**config.mk**
```make
export PLATFORM = sky130hd
export DESIGN_NAME = load_store_unit
export DESIGN_NICKNAME = d
export VERILOG_FILES = /design/src/rtl/lsu_pkg.sv /design/src/rtl/lsu_byte_lane.sv /design/src/rtl/load_store_unit.sv
export SDC_FILE = /design/constraint.sdc
export NUM_CORES = 1
export LEC_CHECK = 0
export ABC_AREA = 0
export CORE_UTILIZATION = 23
export CTS_CLUSTER_SIZE = 8
export DETAILED_ROUTE_END_ITERATION = 8
export HOLD_SLACK_MARGIN = 0.1
export PLACE_DENSITY = 0.49
export SYNTH_ARGS = -nofsm -noshare
export SYNTH_HDL_FRONTEND = slang
export SYNTH_HIERARCHICAL = 1
export SYNTH_SLANG_ARGS = --single-unit
```
**constraint.sdc**
```tcl
create_clock -name CLK -period 2.7 [get_ports CLK]
set_input_delay 0.27 -clock CLK [delete_from_list [all_inputs] [get_ports CLK]]
set_output_delay 0.27 -clock CLK [all_outputs]
set_load 0.01 [all_outputs]
```
**src/rtl/lsu_pkg.sv**
```systemverilog
`default_nettype none
// ============================================================================
// Module      : lsu_pkg
// Description : Shared types and constants for the load/store unit: access
//               size codes (funct3), FSM states and the data window limits.
// Revision    : 1.0 - initial release
// ============================================================================
package lsu_pkg;

   // funct3 access size codes
   typedef enum logic [2:0] {
      LB  = 3'd0,
      LH  = 3'd1,
      LW  = 3'd2,
      LBU = 3'd4,
      LHU = 3'd5
   } size_t;

   // LSU control states
   typedef enum logic [1:0] {
      IDLE  = 2'd0,
      RESP  = 2'd1,
      WRITE = 2'd2
   } state_t;

   // Data memory window (first byte, last word)
   localparam logic [31:0] DMEM_BASE = 32'h8100_0000;
   localparam logic [31:0] DMEM_LAST = 32'h8100_03FC;

endpackage
`default_nettype wire

```
**src/rtl/lsu_byte_lane.sv**
```systemverilog
`default_nettype none
// ============================================================================
// Module      : lsu_byte_lane
// Description : Combinational lane logic. Extracts and sign/zero extends the
//               addressed byte/half of a memory word for loads, and merges
//               store data into the addressed lane of a read-back word.
// Revision    : 1.0 - initial release
// ============================================================================
module lsu_byte_lane
   import lsu_pkg::*;
#(
   parameter int WIDTH = 32
) (
   input  logic [2:0]       i_size,
   input  logic [1:0]       i_ofs,
   input  logic [WIDTH-1:0] i_rdata,
   input  logic [WIDTH-1:0] i_wdata,
   input  logic [WIDTH-1:0] i_merge,
   output logic [WIDTH-1:0] o_ld_data,
   output logic [WIDTH-1:0] o_st_data
);

   logic [7:0]  w_byte;
   logic [15:0] w_half;

   // Load path: pick the lane, then extend according to the size code
   always_comb begin
      w_byte    = i_rdata[8*i_ofs +: 8];
      w_half    = i_rdata[16*i_ofs[1] +: 16];
      o_ld_data = '0;
      case (i_size)
         LB:      o_ld_data = {{(WIDTH-8){w_byte[7]}}, w_byte};
         LH:      o_ld_data = {{(WIDTH-16){w_half[15]}}, w_half};
         LW:      o_ld_data = i_rdata;
         LBU:     o_ld_data = {{(WIDTH-8){1'b0}}, w_byte};
         LHU:     o_ld_data = {{(WIDTH-16){1'b0}}, w_half};
         default: o_ld_data = '0;
      endcase
   end

   // Store path: overwrite only the addressed lane of the read-back word
   always_comb begin
      o_st_data = i_merge;
      case ({1'b0, i_size[1:0]})
         LB:      o_st_data[8*i_ofs +: 8]       = i_wdata[7:0];
         LH:      o_st_data[16*i_ofs[1] +: 16]  = i_wdata[15:0];
         default: o_st_data = i_wdata;
      endcase
   end

endmodule
`default_nettype wire

```
**src/rtl/load_store_unit.sv**
```systemverilog
`default_nettype none
// ============================================================================
// Module      : load_store_unit
// Description : Load/store unit between execute stage and word-only data
//               memory. Window/alignment checks, 2-cycle loads with extension,
//               1-cycle word stores, 2-cycle read-modify-write sub-word stores.
//               Build option LSU_MISALIGN_TRAP_EN: misaligned accesses fault;
//               when undefined, low address bits are forced to alignment.
// Revision    : 1.0 - initial release
// ============================================================================
module load_store_unit
   import lsu_pkg::*;
#(
   parameter int               WIDTH     = 32,
   parameter logic [WIDTH-1:0] BASE_ADDR = DMEM_BASE,
   parameter logic [WIDTH-1:0] LAST_ADDR = DMEM_LAST
) (
   input  logic             CLK,
   input  logic             RST_N,
   input  logic             REQ,
   input  logic             WE,
   input  logic [2:0]       SIZE,
   input  logic [WIDTH-1:0] A,
   input  logic [WIDTH-1:0] WD,
   output logic [WIDTH-1:0] RD,
   output logic             STALL,
   output logic             FAULT,
   output logic             MEM_WE,
   output logic [WIDTH-1:0] MEM_A,
   output logic [WIDTH-1:0] MEM_WD,
   input  logic [WIDTH-1:0] MEM_RD
);

   state_t           r_state;
   state_t           w_next;
   logic [WIDTH-1:0] r_merge;
   logic [WIDTH-1:0] w_ld_data;
   logic [WIDTH-1:0] w_st_data;
   logic [1:0]       w_ofs;
   logic             w_oow;
   logic             w_misalign;
   logic             w_bad_size;
   logic             w_fault;
   logic             w_ld_cap;
   logic             w_mg_cap;

   assign MEM_A = {A[WIDTH-1:2], 2'b00};

   // Address window, size-code and alignment checks; effective lane offset
   always_comb begin
      w_oow      = (A < BASE_ADDR) || (MEM_A > LAST_ADDR);
      w_bad_size = (SIZE == 3'd3) || (SIZE[2:1] == 2'b11);
`ifdef LSU_MISALIGN_TRAP_EN
      w_misalign = ((SIZE[1:0] == 2'd1) && A[0]) ||
                   ((SIZE[1:0] == 2'd2) && (A[1:0] != 2'b00));
      w_ofs      = A[1:0];
`else
      w_misalign = 1'b0;
      if (SIZE[1:0] == 2'd2)
         w_ofs = 2'b00;
      else if (SIZE[1:0] == 2'd1)
         w_ofs = {A[1], 1'b0};
      else
         w_ofs = A[1:0];
`endif
      w_fault    = w_oow || w_misalign || w_bad_size;
   end

   lsu_byte_lane #(
      .WIDTH     (WIDTH)
   ) u_lane (
      .i_size    (SIZE),
      .i_ofs     (w_ofs),
      .i_rdata   (MEM_RD),
      .i_wdata   (WD),
      .i_merge   (r_merge),
      .o_ld_data (w_ld_data),
      .o_st_data (w_st_data)
   );

   // Next-state and outputs; everything quiet while reset is asserted
   always_comb begin
      w_next   = r_state;
      STALL    = 1'b0;
      FAULT    = 1'b0;
      MEM_WE   = 1'b0;
      MEM_WD   = WD;
      w_ld_cap = 1'b0;
      w_mg_cap = 1'b0;
      if (RST_N) begin
         case (r_state)
            IDLE: begin
               if (REQ) begin
                  if (w_fault) begin
                     FAULT = 1'b1;
                  end else if (!WE) begin
                     STALL    = 1'b1;
                     w_ld_cap = 1'b1;
                     w_next   = RESP;
                  end else if (SIZE[1:0] == 2'd2) begin
                     MEM_WE = 1'b1;
                  end else begin
                     STALL    = 1'b1;
                     w_mg_cap = 1'b1;
                     w_next   = WRITE;
                  end
               end
            end
            RESP: begin
               w_next = IDLE;
            end
            WRITE: begin
               MEM_WE = 1'b1;
               MEM_WD = w_st_data;
               w_next = IDLE;
            end
            default: begin
               w_next = IDLE;
            end
         endcase
      end
   end

   // State, load result and merge registers
   always_ff @(posedge CLK or negedge RST_N) begin
      if (!RST_N) begin
         r_state <= IDLE;
         RD      <= '0;
         r_merge <= '0;
      end else begin
         r_state <= w_next;
         if (w_ld_cap)
            RD <= w_ld_data;
         if (w_mg_cap)
            r_merge <= MEM_RD;
      end
   end

endmodule
`default_nettype wire

```
# ---- Yosys cells after proc, flatten, opt, wreduce, memory -nomap -nowiden
# Index checks and enable logic that the tools add are counted.
dict set report word_totals {
  ff_bits 66
}
dict set report classes {
  n_eq_ne 12
  n_reduce_logical 7
  n_mux 39
  shifts 6
  add_sub_neg 2
  n_lt_le_gt_ge 2
}
# operator count
set ops {}
lappend ops {{$pmux 32 s5} 1}
lappend ops {{$neg 5->34} 2}
lappend ops {{$bwmux 32} 2}
lappend ops {{$mux 32} 2}
lappend ops {{$pmux 32 s2} 1}
lappend ops {{$shift 16x34->32 const A} 1}
lappend ops {{$shift 8x34->32 const A} 1}
lappend ops {{$shiftx 16x34->32} 1}
lappend ops {{$shiftx 8x34->32} 1}
lappend ops {{$gt 32x32->1 const B} 1}
lappend ops {{$lt 32x32->1 const B} 1}
lappend ops {{$shiftx 32x6->16} 1}
lappend ops {{$shiftx 32x6->8} 1}
lappend ops {{$mux 1} 26}
lappend ops {{$mux 2} 6}
lappend ops {{$eq 2x2->1 const B} 3}
lappend ops {{$eq 3x2->1 const B} 2}
lappend ops {{$eq 3x3->1 const B} 2}
lappend ops {{$logic_not 2->1} 2}
lappend ops {{$ne 2x2->1 const B} 2}
lappend ops {{$reduce_and 4->1} 1}
lappend ops {{$eq 3x1->1 const B} 1}
lappend ops {{$logic_not 3->1} 1}
lappend ops {{$logic_or 1x1->1} 3}
lappend ops {{other kinds (3)} 3}

# ---- Logic depth before layout (Yosys ltp)
dict set report depth {
  depth_word 9
  depth_mapped 11
  ltp_nobuf 8
}

# ---- Hierarchy
# The synthesis kept the hierarchy.
# module cells_each seq_area_each_um2 instances area_per_inst_um2
set by_module_without_submodules {}
lappend by_module_without_submodules {load_store_unit 234 1651.6 1 3264.4}
lappend by_module_without_submodules {lsu_byte_lane 260 0.0 1 1745.4}

# ---- Least setup slack after synthesis
# Ideal clock, no wire load.
dict set report synth_timing {
  path_kind {input to output}
  start {input SIZE[0]}
  end {output MEM_WD[24]}
  cell_stages 11
  arrival_ns 2.296
  t_required_ns 2.430
  slack_ns 0.134
  n_path_buf 3
  path_cell_list {nand2b_1 and2_1 buf_6 buf_8 inv_1 ha_1 nor4b_1 and2_1 clkbuf_1 a311o_1 mux2_2}
}
# element line_no
set synth_rtl {}
lappend synth_rtl {{start: declaration} load_store_unit.sv:22} ;# input logic [2:0] SIZE,
lappend synth_rtl {{$eq 2x2->1 (*)} load_store_unit.sv:59} ;# if (SIZE[1:0] == 2'd2)
lappend synth_rtl {{$mux 2 (*)} load_store_unit.sv:59}
lappend synth_rtl {{via w_ofs[1]} load_store_unit.sv:39} ;# logic [1:0] w_ofs;
lappend synth_rtl {{$neg 5->34, on equally long branches} {lsu_byte_lane.sv:46, lsu_byte_lane.sv:45}}
lappend synth_rtl {{$shiftx 16x34->32 (tied with other cells)} lsu_byte_lane.sv:46} ;# LH: o_st_data[16*i_ofs[1] +: 16] = i_wdata[15:0];
lappend synth_rtl {{$bwmux 32, on equally long branches} {lsu_byte_lane.sv:46, lsu_byte_lane.sv:45}}
lappend synth_rtl {{$pmux 32 s2 (*)} lsu_byte_lane.sv:44} ;# case ({1'b0, i_size[1:0]})
lappend synth_rtl {{via w_st_data[24]} load_store_unit.sv:38} ;# logic [WIDTH-1:0] w_st_data;
lappend synth_rtl {{$mux 32 (*)} load_store_unit.sv:91} ;# case (r_state)
lappend synth_rtl {{$mux 32 (*)} load_store_unit.sv:90} ;# if (RST_N) begin
lappend synth_rtl {{end: declaration} load_store_unit.sv:30} ;# output logic [WIDTH-1:0] MEM_WD,
# Mark *: on every way through the listed nets, which the timed path passes. The rest lies on a longest branch.

# ---- Worst setup path in the final report
dict set report layout_timing {
  start {input SIZE[0]}
  end {output MEM_WD[28]}
}
dict set report layout_via {
  elab_chain_len 9
}
# element line_no
set layout_lines {}
lappend layout_lines {{$eq 2x1->1} load_store_unit.sv:61} ;# else if (SIZE[1:0] == 2'd1)
lappend layout_lines {{$mux 1} load_store_unit.sv:61}
lappend layout_lines {{$mux 2 (*)} load_store_unit.sv:59}
lappend layout_lines {{via w_ofs[0]} load_store_unit.sv:39}
lappend layout_lines {{$neg 5->34 (*)} lsu_byte_lane.sv:45} ;# LB: o_st_data[8*i_ofs +: 8] = i_wdata[7:0];
lappend layout_lines {{$shiftx 8x34->32 or $shift 8x34->32 (tied branches)} lsu_byte_lane.sv:45}
lappend layout_lines {{$bwmux 32 (*)} lsu_byte_lane.sv:45}
lappend layout_lines {{$pmux 32 s2 (*)} lsu_byte_lane.sv:44}
lappend layout_lines {{via w_st_data[28]} load_store_unit.sv:38}
lappend layout_lines {{$mux 32 (*)} load_store_unit.sv:91}
lappend layout_lines {{$mux 32 (*)} load_store_unit.sv:90}
# Marked as above.

==> flow_metrics.env <==
export IMPL_antenna_found_initial=0
export IMPL_end_kind="output pin"
export IMPL_fillCellCount=2142
export IMPL_insertedDiodeCount=0
export IMPL_place_gp_congestion=0.863
export IMPL_status="finished clean"
export IMPL_busiest_layer="met2"
export IMPL_numCtsBuffers=9
export IMPL_worst_pin_slew_ps=526
export IMPL_layout_nets=788
export IMPL_pwr_density_cell_nw_per_um2=386
export IMPL_critical_path_class="in -> out"
export IMPL_total_power_w=0.00296
export IMPL_grt_pass1_vias=4751
export IMPL_die_area_um2=22400
export IMPL_cts_root_buf="clkbuf_16"
export IMPL_arrival_ps=2330
export IMPL_grt_start_max_net_pins=58
export IMPL_skew_ps=4.32
export IMPL_async_reset_ff_share_pct=100
export IMPL_clockBufferDepth=2
export IMPL_most_common_layout_cells="144 x clkdlybuf4s50_1, 66 x dfrtp_1, 61 x mux2_2"
export IMPL_use_met3_pct=3.51
export IMPL_multiInputGateArea_um2=3060
export IMPL_cts_sinks=66
export IMPL_drt_wirelength_per_cell_um=20.0
export IMPL_maxCapViolCount=0
export IMPL_dr_pass1_iters=4
export IMPL_setup_viol=0
export IMPL_htreeDepth=3
export IMPL_insertion_delay_ps=330
export IMPL_min_path_type="reg -> reg"
export IMPL_p_leak_nw=3.37
export IMPL_start_util_pct=23.6
export IMPL_required_ps=2430
export IMPL_ys_flop_type="dfrtp_1"
export IMPL_io_buffers=183
export IMPL_ys_top_cells_by_area="dfrtp_1 33%, mux2_2 15%, mux2_1 8.5%"
export IMPL_antenna_left=0
export IMPL_dpl_cell_area_um2=7110
export IMPL_startpoint_type="input port"
export IMPL_synth_area_um2=5010
export IMPL_max_vdd_ir_drop_mv=0.212
export IMPL_synth_top_cell_by_area="dfrtp_1"
export IMPL_fin_hold_ws_ps=486
export IMPL_drt_initial_drc_count=110
export IMPL_setup_ws_ps=100
export IMPL_yosysTopAreaCellShare_pct=33.0
export IMPL_ys_warn_count=6
export IMPL_vias_per_cell=4.79
export IMPL_netlist_instances=494
export IMPL_area_delta_synth_final_pct=53.3
export IMPL_grt_pass1_wl_um=29200
export IMPL_fin_area_um2=7680
export IMPL_grtUsageTotal_pct=17.5
export IMPL_die_h_um=150
export IMPL_vias=4595
export IMPL_wl_um=19200
export IMPL_slew_violations=0
export IMPL_rows=53
export IMPL_tritoncts="built"
export IMPL_ios=202
export IMPL_regArea_um2=1650
export IMPL_ys_seq_area_share_pct=33.0
export IMPL_fmax_mhz=385
export IMPL_drcViolationCount=0
export IMPL_synth_edff_count=0
export IMPL_final_core_util_pct=36.2
export IMPL_drive_above_1_share_pct=29.6
export IMPL_layout_cells_most_common="clkdlybuf4s50_1"
export IMPL_maxSlewHeadroom_pct=64.4
export IMPL_yosys_register_bits=66
export IMPL_netlist_cell_type_count=56
export IMPL_fin_crit_sh_pct=96.3
export IMPL_grt_use_met1_pct=23.1
export IMPL_dpl_hpwl_um=15100
export IMPL_die_w_um=150
export IMPL_cp_max_fo=4
export IMPL_grt_overflow_total=0
export IMPL_finalCriticalPeriod_ps=2600
export IMPL_syn_area_per_cell_um2=10.1
export IMPL_place_ws_ps=-749
export IMPL_finalHoldViolations=0
export IMPL_fp_coreArea_um2=21200
export IMPL_use_met2_pct=28.5
export IMPL_path_clk_slew_ps=60
[path summary, 6_finish.rpt]
kind / slack, ps / from / to / depth (start not counted)
max: 100 / SIZE[0] / MEM_WD[28] / 12
min: 490 / RD[24] / RD[24] / 1
max reg2reg: 790 / r_state[0] / r_merge[4] / 6
min reg2reg: 490 / RD[24] / RD[24] / 1
max in group asynchronous: 1280 / RST_N / r_merge[13] / 4
min in group asynchronous: 570 / RST_N / r_merge[3] / 3
[Yosys cell counts, types with 2 or more instances]
| cell | count |
|---|---|
| a32o_1 | 3 |
| nand2_1 | 36 |
| nor2b_1 | 8 |
| a22oi_1 | 8 |
| ha_1 | 5 |
| mux2_1 | 38 |
| a221oi_1 | 8 |
| o221ai_1 | 8 |
| buf_6 | 8 |
| nand2b_1 | 8 |
| mux2_2 | 68 |
| nand3b_1 | 5 |
| mux2_4 | 2 |
| buf_2 | 6 |
| nor3b_1 | 8 |
| a311o_1 | 7 |
| a21oi_1 | 12 |
| nor2_1 | 16 |
| o21a_1 | 5 |
| a22o_1 | 8 |
| o21ai_0 | 34 |
| o2bb2ai_1 | 8 |
| and2_1 | 2 |
| buf_1 | 4 |
| inv_1 | 20 |
| clkbuf_1 | 10 |
| nor4_1 | 4 |
| mux2i_1 | 9 |
| a21o_1 | 2 |
| nor4b_2 | 2 |
| nor4_4 | 2 |
| a221o_1 | 4 |
| or2_2 | 2 |
| nand4_1 | 2 |
| buf_4 | 36 |
| dfrtp_1 | 66 |
[where the power goes]
group	switching, W	total (W)	internal [W]
Clock	0.000451	0.00126	0.000806
Sequential	0.000000000600	0.000989	0.000989
Combinational	0.000350	0.000717	0.000367
[final cells by class]
type | count | share of cell area, %
clock buffers | 9 | 2.93
flip-flops and latches | 66 | 21.5
repair buffers | 239 | 29.0
multi-input cells | 344 | 39.8
well taps | 275 | 4.48
clock inverters | 7 | 1.22
inverters | 20 | 1.04
[metrics by stage]
stage | instances | setup TNS, ps
final | 960 | 0
after global routing | 960 | -1.17
after CTS | 958 | -589
after detailed placement | 935 | -27110
after global placement | 935 | -25390
after floorplan | 495 | 0
[per-layer routing]
| metal | routed length (um) | part of all wire (%) | vias up |
|---|---|---|---|
| li1 | - | - | 2167 |
| met1 | 8820 | 46 | 2234 |
| met2 | 8850 | 46 | 167 |
| met3 | 1130 | 5.9 | 27 |
| met4 | 438 | 2.3 | 0 |
| met5 | 0 | 0 | - |
[critical path, stage by stage]
cell           delay (ps)
clkbuf_2              100
buf_4                 140
nand2b_1               60
and3_4                200
inv_4                  60
ha_4                  280
nor4b_4                50
and2_4                170
buf_4                 140
a311o_1               320
mux2_2                270
dlygate4sd2_1         280
[kinds of logic after synthesis]
| family | after synthesis | share of synthesized area [%] |
|---|---|---|
| buffers and inverters | 85 | 10.6 |
| other | 1 | 0.0749 |
| AOI/OAI and AO/OA | 113 | 16.3 |
| DFF | 66 | 33.0 |
| adders and majority gates | 5 | 1.25 |
| and+or+nand+nor | 106 | 12.2 |
| muxes | 118 | 26.5 |
[registers in the layout (all words and copies together), names as in the netlist]
name and flops:
RD 32, r_state 2, r_merge 32
[timing repair]
action	CTS	global route
endpoints found under the setup margin	34	31
endpoints found under the hold margin	31	0
pin swaps	15	7
setup buffers	6	3
resized for setup	97	52
hold buffers	1	0
(Power assumes the default switching activity.)
